**src/rtl/div_sequencer.sv**
```systemverilog
// Radix-2 restoring divider for MIPS DIV/DIVU: one quotient bit per cycle, stalls EX while busy.
// Optional DIV_ZERO_FAST_EN: a zero divisor skips iteration and returns results one cycle after start.
module div_sequencer #(
  parameter int WIDTH = 32,
  parameter int CNT_W = 5
) (
  input  logic             clk,
  input  logic             resetn,
  input  logic             start,
  input  logic             signed_div,
  input  logic [WIDTH-1:0] dividend,
  input  logic [WIDTH-1:0] divisor,
  input  logic             cancel,
  output logic             stall,
  output logic             result_valid,
  output logic [WIDTH-1:0] quotient,
  output logic [WIDTH-1:0] remainder
);

  typedef enum logic [1:0] {IDLE, BUSY, DONE} state_t;

  state_t           state, state_nxt;
  logic [CNT_W-1:0] cnt;
  logic [WIDTH-1:0] part_rem, work_div, abs_dvs, raw_dvd;
  logic             neg_q, neg_r, dvs_zero;

  logic [WIDTH:0]   rem_sh;
  logic [WIDTH-1:0] trial, rem_nxt, q_nxt;
  logic             q_bit, last_iter, accept, dvs_is_zero;

  // Magnitude of a two's complement operand when the operation is signed.
  function automatic logic [WIDTH-1:0] mag(input logic [WIDTH-1:0] v, input logic sgn);
    return (sgn && v[WIDTH-1]) ? -v : v;
  endfunction

  function automatic logic [WIDTH-1:0] apply_sign(input logic [WIDTH-1:0] v, input logic neg);
    return neg ? -v : v;
  endfunction

  always_comb begin
    rem_sh      = {part_rem, work_div[WIDTH-1]};
    q_bit       = (rem_sh >= {1'b0, abs_dvs});
    // The difference is only kept when it is below the divisor, so WIDTH bits suffice.
    trial       = rem_sh[WIDTH-1:0] - abs_dvs;
    rem_nxt     = q_bit ? trial : rem_sh[WIDTH-1:0];
    q_nxt       = {work_div[WIDTH-2:0], q_bit};
    last_iter   = (cnt == CNT_W'(WIDTH-1));
    accept      = start && !cancel;
    dvs_is_zero = (divisor == '0);
  end

  always_ff @(posedge clk or negedge resetn) begin
    if (!resetn) state <= IDLE;
    else         state <= state_nxt;
  end

  always_comb begin
    state_nxt    = state;
    stall        = 1'b0;
    result_valid = 1'b0;
    case (state)
      IDLE: begin
        if (accept) begin
          stall     = 1'b1;
          state_nxt = BUSY;
`ifdef DIV_ZERO_FAST_EN
          if (dvs_is_zero) state_nxt = DONE;
`endif
        end
      end
      BUSY: begin
        stall = 1'b1;
        if (cancel)         state_nxt = IDLE;
        else if (last_iter) state_nxt = DONE;
      end
      DONE: begin
        result_valid = !cancel;
        state_nxt    = IDLE;
      end
      default: state_nxt = IDLE;
    endcase
  end

  // Operand capture, iteration and final result write.
  always_ff @(posedge clk or negedge resetn) begin
    if (!resetn) begin
      cnt       <= '0;
      part_rem  <= '0;
      work_div  <= '0;
      abs_dvs   <= '0;
      raw_dvd   <= '0;
      neg_q     <= 1'b0;
      neg_r     <= 1'b0;
      dvs_zero  <= 1'b0;
      quotient  <= '0;
      remainder <= '0;
    end else begin
      case (state)
        IDLE: begin
          if (accept) begin
            cnt      <= '0;
            part_rem <= '0;
            work_div <= mag(dividend, signed_div);
            abs_dvs  <= mag(divisor, signed_div);
            raw_dvd  <= dividend;
            neg_q    <= signed_div & (dividend[WIDTH-1] ^ divisor[WIDTH-1]);
            neg_r    <= signed_div & dividend[WIDTH-1];
            dvs_zero <= dvs_is_zero;
`ifdef DIV_ZERO_FAST_EN
            if (dvs_is_zero) begin
              quotient  <= '1;
              remainder <= dividend;
            end
`endif
          end
        end
        BUSY: begin
          if (!cancel) begin
            part_rem <= rem_nxt;
            work_div <= q_nxt;
            cnt      <= cnt + 1'b1;
            if (last_iter) begin
              quotient  <= dvs_zero ? '1 : apply_sign(q_nxt, neg_q);
              remainder <= dvs_zero ? raw_dvd : apply_sign(rem_nxt, neg_r);
            end
          end
        end
        default: ;
      endcase
    end
  end

endmodule

```
**config.mk**
```make
export PLATFORM = sky130hd
export DESIGN_NAME = div_sequencer
export DESIGN_NICKNAME = d
export VERILOG_FILES = /design/src/rtl/div_sequencer.sv
export SDC_FILE = /design/constraint.sdc
export NUM_CORES = 1
export LEC_CHECK = 0
export ABC_AREA = 1
export CAP_MARGIN = 0
export CORE_MARGIN = 2
export CORE_UTILIZATION = 55
export CTS_BUF_LIST = sky130_fd_sc_hd__clkbuf_8
export CTS_CLUSTER_SIZE = 20
export DETAILED_ROUTE_END_ITERATION = 16
export DONT_BUFFER_PORTS = 1
export PLACE_DENSITY = 0.7
export SLEW_MARGIN = 10
export SYNTH_ARGS = -nofsm -noshare
export SYNTH_HDL_FRONTEND = slang
export SYNTH_SLANG_ARGS = --single-unit
```
**constraint.sdc**
```tcl
create_clock -name clk -period 5.1 [get_ports clk]
set_input_delay 0.255 -clock clk [delete_from_list [all_inputs] [get_ports clk]]
set_output_delay 0.255 -clock clk [all_outputs]
set_load 0.05 [all_outputs]
```
# After elaboration in Yosys (flattened, before gate mapping)
# Cells that the tools add are included.
# totals
ff_bits	202
in_bits	69
out_inout_bits	66
word_cells	62
# classes
n_addsub	6
order_cmp	1
eq_ne	6
n_mux	23
n_bitwise	4
reduce_logical	11
# op_table
op	n
$mux W32	11
$neg A32 Y32	4
$pmux W32 S2	2
$ge A33 B32 Y1	1
$logic_not A32 Y1	1
$sub A32 B32 Y32	1
$mux W5	2
$pmux W5 S2	1
$mux W2	3
$reduce_and A3 Y1	2
$add A5 B1 Y5 const B	1
$eq A5 B5 Y1 const B	1
$ne A2 B2 Y1 const B	2
$pmux W2 S2	1
$reduce_and A2 Y1	2
$logic_and A1 B1 Y1	3
$ne A3 B3 Y1 const B	1
$and A1 B1 Y1	2
$eq A2 B1 Y1 const B	1
$eq A2 B2 Y1 const B	1
$logic_not A2 Y1	1
$mux W1	2
$pmux W1 S2	1
$reduce_bool A2 Y1	1
3 further kinds	3

# Logic depth before layout (Yosys ltp)
# logic_depth
depth_word	5
ltp_mapped	27
ltp_nobuf	26

# Worst setup path after synthesis
# Ideal clock, no wire load.
# synth_path
kind	register -> register
startpoint	register part_rem[19]
endpoint	register quotient[30]
setup_time_ns	0.078
arrival_ns	3.581
t_required_ns	5.022
setup_slack_ns	1.441
stages_incl_launch_ff	24
synth_period_minus_slack_ns	3.659
path_cell_list	dfrtp_1 -> ha_1 -> a21oi_1 -> nand2_1 -> nand2_1 -> nand2_1 -> nand2_1 -> nand2_2 -> nor2_8 -> nand2_8 -> inv_2 -> buf_4 -> ha_1 -> inv_1 -> nor3_2 -> nand3_1 -> nor2_1 -> nand2_1 -> nor3_2 -> nand4_1 -> o41ai_2 -> o21ai_0 -> xor2_1 -> a21oi_1
# synth_via
elab_chain_len	4
# synth_rtl
item	line_no	source
start, declared	24	logic [WIDTH-1:0] part_rem, work_div, abs_dvs, raw_dvd;
start signal, assigned	119	part_rem <= rem_nxt;
$ge A33 B32 Y1	42	q_bit = (rem_sh >= {1'b0, abs_dvs});
$neg A32 Y32	37	return neg ? -v : v;
$mux W32	37	
$mux W32	123	quotient <= dvs_zero ? '1 : apply_sign(q_nxt, neg_q);
end signal, assigned	123	
end, declared	16	output logic [WIDTH-1:0] quotient,
# Every way passes these cells.
# A chain may end at the register's enable or synchronous reset.

# Final worst setup path
# layout_path
startpoint	register part_rem[7]
endpoint	register quotient[28]
# Same word-level chain as after synthesis.

==> results.txt <==
Number of buffers created by CTS: 38. Slew at the pin closest to its max-slew limit: 1193 ps. In this run, the number of DRC markers left after iteration 0 of detailed routing was 1634. Across the VDD grid, the largest voltage drop is 0.3629 mV. The setup violation total in the final timing report came out at 0. The tightest min-delay check is of the in -> reg type. For this run, the number of standard cells in the final layout without fillers is 2482. Before antenna repair, the detailed router went through 6 iterations. After routing the design area is 15850 um2. The final net count is 2230, and the count of port buffers added during placement is 0.

The H-tree was split into 2 levels. The tools report the number of failing hold endpoints at the final stage as 0. Row generation in the floorplan step produced 58 rows. In this run the most critical hold path is launched from divisor[25]. The run finished with clean final reports. The die height is 164.8 um, and the area growth from synthesis to layout is 11.40%. Of all nets on the critical path, the largest fanout is 17.

After legalization and detailed placement, the total HPWL measured 35170 um. Summed over all cells, the static leakage comes to 8.276 nW. Gate count of the mapped netlist: 2081. The run gives 570 ps as the latest clock arrival within the worst-skew pair. Worst-case clock skew: 36.41 ps. After detailed placement, the total cell area comes to 14430 um2. Prior to clock tree synthesis, the placed netlist has a worst setup slack of 766.8 ps. Setup total negative slack on the finished layout was measured at 0 ps.

TritonCTS built the clock tree. Maximum number of buffers from clock root to sink: 3. STA classifies the critical path endpoint as a register.

Last weighted congestion value of the routability-driven placer: 1.022. The die covers 27170 um2. A synthesized cell averages 6.837 um2.

The maximum frequency from static timing analysis is 226.8 MHz. The run gives 1 as the initial antenna violation count. During synthesis, Yosys emitted a total of 0 warnings. Remaining antenna violation count after routing: 0.

The shortest clock period the worst path allows after layout is 4410 ps, and the post-synthesis sequential area ratio is 35.53%. The number of violations of the max-capacitance limit is 0. At the end of the flow the core is filled with cells to 62.58%. For the number of placed instances, taps included, the log shows 2352.

The count of final max-slew check failures came out at 0. After detailed routing, the number of vias per cell comes to 5.795. For this block, the routed nets add up to 48360 um of wire. For this configuration, the core starts out at a cell density of 56.18%. For this run the aggregate overflow at the end of global routing stands at 0. Data on the critical path arrives at its endpoint at 4860 ps.

In the global route stage, overall resource usage came out at 35.93%. The final routed wire length divided by cell count came out at 19.49 um. STA classifies the critical path startpoint as a register. The smallest setup slack after layout was 690.4 ps; the final period utilization was 86.46%. Entering global routing, the biggest net connects 203 pins. The floorplan step defined a core boundary enclosing 25330 um2.

Once the clock tree was built, the setup fixing pass inserted 0 buffers. The total power per unit cell area came out at 574.8 nW/um2. Root buffer cell: sky130_fd_sc_hd__clkbuf_8.

The total nets after synthesis is 2189, and the width of the die is 164.8 um. The first global-routing pass estimated 74560 um of wire. The required time reported for the critical path endpoint is 5550 ps, and the share of layout cells above drive strength 1 is 8.922%.

The final routed DRC violation total was 0; the tightest slew margin relative to the limit was 20.00%. After synthesis the cells add up to 14230 um2. The number of global-route vias before repair is 13453.

Setup repair after global routing left no endpoint under its margin. The number of clock sinks seen by CTS is 202, and the register bit count reported by yosys is 202. The critical path class is reg -> reg. The I/O pin total is 135.

After synthesis, the netlist uses 52 different library cells. The startpoint of the most critical setup path was part_rem[7]. After clock tree synthesis, the clock-pin slew on the worst setup and hold paths is 70 ps. Total vias in the final route: 14383. In this run the critical register-to-register path is launched from part_rem[7].

0 antenna diodes ended up in the layout.
layout make-up:
class                   instances  area, um2
clock buffers                  47      646.9
well taps                     330      412.9
clock inverters                23      153.9
flip-flops and latches        202       5055
inverters                     257      964.7
fillers                      2389       9477
multi-input cells            1550       7901
repair buffers                 73      715.7
critical path, stage by stage, from the launching register on:
cell and delay, ps:
sky130_fd_sc_hd__dfrtp_1 420, sky130_fd_sc_hd__ha_1 390, sky130_fd_sc_hd__nand2_2 150, sky130_fd_sc_hd__inv_2 40, sky130_fd_sc_hd__a21oi_2 190, sky130_fd_sc_hd__nand3_2 180, sky130_fd_sc_hd__nand2_2 110, sky130_fd_sc_hd__nand2_2 70
sky130_fd_sc_hd__nand2_4 210, sky130_fd_sc_hd__nand2_8 60, sky130_fd_sc_hd__inv_2 250, sky130_fd_sc_hd__ha_1 210, sky130_fd_sc_hd__inv_1 60, sky130_fd_sc_hd__nor3_2 130, sky130_fd_sc_hd__nand3_1 140, sky130_fd_sc_hd__nor2_1 150
sky130_fd_sc_hd__nand2_1 100, sky130_fd_sc_hd__nor3_2 210, sky130_fd_sc_hd__nand4_1 300, sky130_fd_sc_hd__o21ai_1 280, sky130_fd_sc_hd__o21ai_0 190, sky130_fd_sc_hd__a21oi_1 220, sky130_fd_sc_hd__xor2_1 90, sky130_fd_sc_hd__o22a_1 160
synth_stat cells, drive strengths merged:
cell type	n	area, um2
nor3	34	207.7
o221ai	7	61.31
ha	38	475.5
nor3b	1	7.510
xor2	50	437.9
o22a	4	35.03
o21ai	195	994.7
o31ai	5	37.54
or2	4	25.02
o22ai	19	118.9
o21bai	9	67.56
nand3b	5	37.54
nor2	200	882.1
inv	256	960.9
o41ai	3	33.79
xnor2	14	122.6
clkbuf	54	202.7
dfrtp	202	5055
o211ai	16	120.1
a21oi	80	407.9
fa	1	20.02
a31o	2	17.52
a31oi	17	106.4
nand3	124	670.7
nor4	7	58.81
clkinv	1	3.750
nand4	24	150.1
buf	18	125.1
a22oi	8	60.06
a21boi	1	7.510
nand2	678	2684
a22o	3	26.28
a21o	1	7.510
per-layer routing:
layer  wire, um  share of wire (%)  GRT usage [%]  vias up
li1           -                  -              -     6822
met4       1834                3.8          13.60        2
met1      20800                 43          50.92     6710
met3       5315                 11          9.920      130
met5         13              0.027              0        -
met2      20400                 42          52.24      719
flip-flops by register name (all words and copies together), names as in the netlist:
signal	flops
dvs_zero	1
neg_r	1
raw_dvd	32
quotient	32
state	2
neg_q	1
remainder	32
abs_dvs	32
part_rem	32
cnt	5
work_div	32
where the power goes:
| group | internal [mW] | switching, mW | total, mW | leakage, nW |
|---|---|---|---|---|
| combinational | 1.58 | 3.70 | 5.28 | 5.18 |
| clock | 0.900 | 0.778 | 1.68 | 0.446 |
| sequential | 1.88 | 0.273 | 2.15 | 2.65 |
| total | 4.36 | 4.75 | 9.11 | 8.28 |
path summary, 6_finish.rpt:
check                                to  slack (ps)  cells after the start
setup reg to reg           quotient[28]         690                     23
hold / removal              abs_dvs[25]           8                      2
hold reg to reg             raw_dvd[15]         480                      2
max in group asynchronous   abs_dvs[23]        3800                      2
setup / recovery           quotient[28]         690                     23
min in group asynchronous   part_rem[9]         590                      2
timing repair:
action	CTS	global route
gates resized for setup	0	0
hold buffers	60	0
hold endpoints to repair	270	0
metrics by stage:
step | hold slack (ps) | total power [mW]
finish | 7.669 | 9.110
detailed placement | -33.74 | 7.246
floorplan | -40.59 | 5.972
CTS | 0.3564 | 9.013
global route | 20.88 | 9.817
global placement | -34.82 | 7.196
cells in the final DEF, fill, tap and decap left out, drive strengths merged, types with 38 or more instances in the layout:
cell	instances
dlygate4sd3	59
clkbuf	47
nand2	678
dfrtp	202
inv	263
a21oi	80
o21ai	195
xor2	50
ha	38
nor2	200
nand3	124
logic make-up (layout without fill, tap and decap cells):
family / after synthesis / count (layout) / synth area share [%]
and+or+nand+nor: 1077 / 1077 / 33.20
AOI/OAI and AO/OA: 370 / 370 / 14.77
buffers and inverters: 329 / 400 / 9.084
DFF: 202 / 202 / 35.53
xor gates and xnor gates: 64 / 64 / 3.940
adders and majority gates: 39 / 39 / 3.482
(Power assumes the default switching activity.)
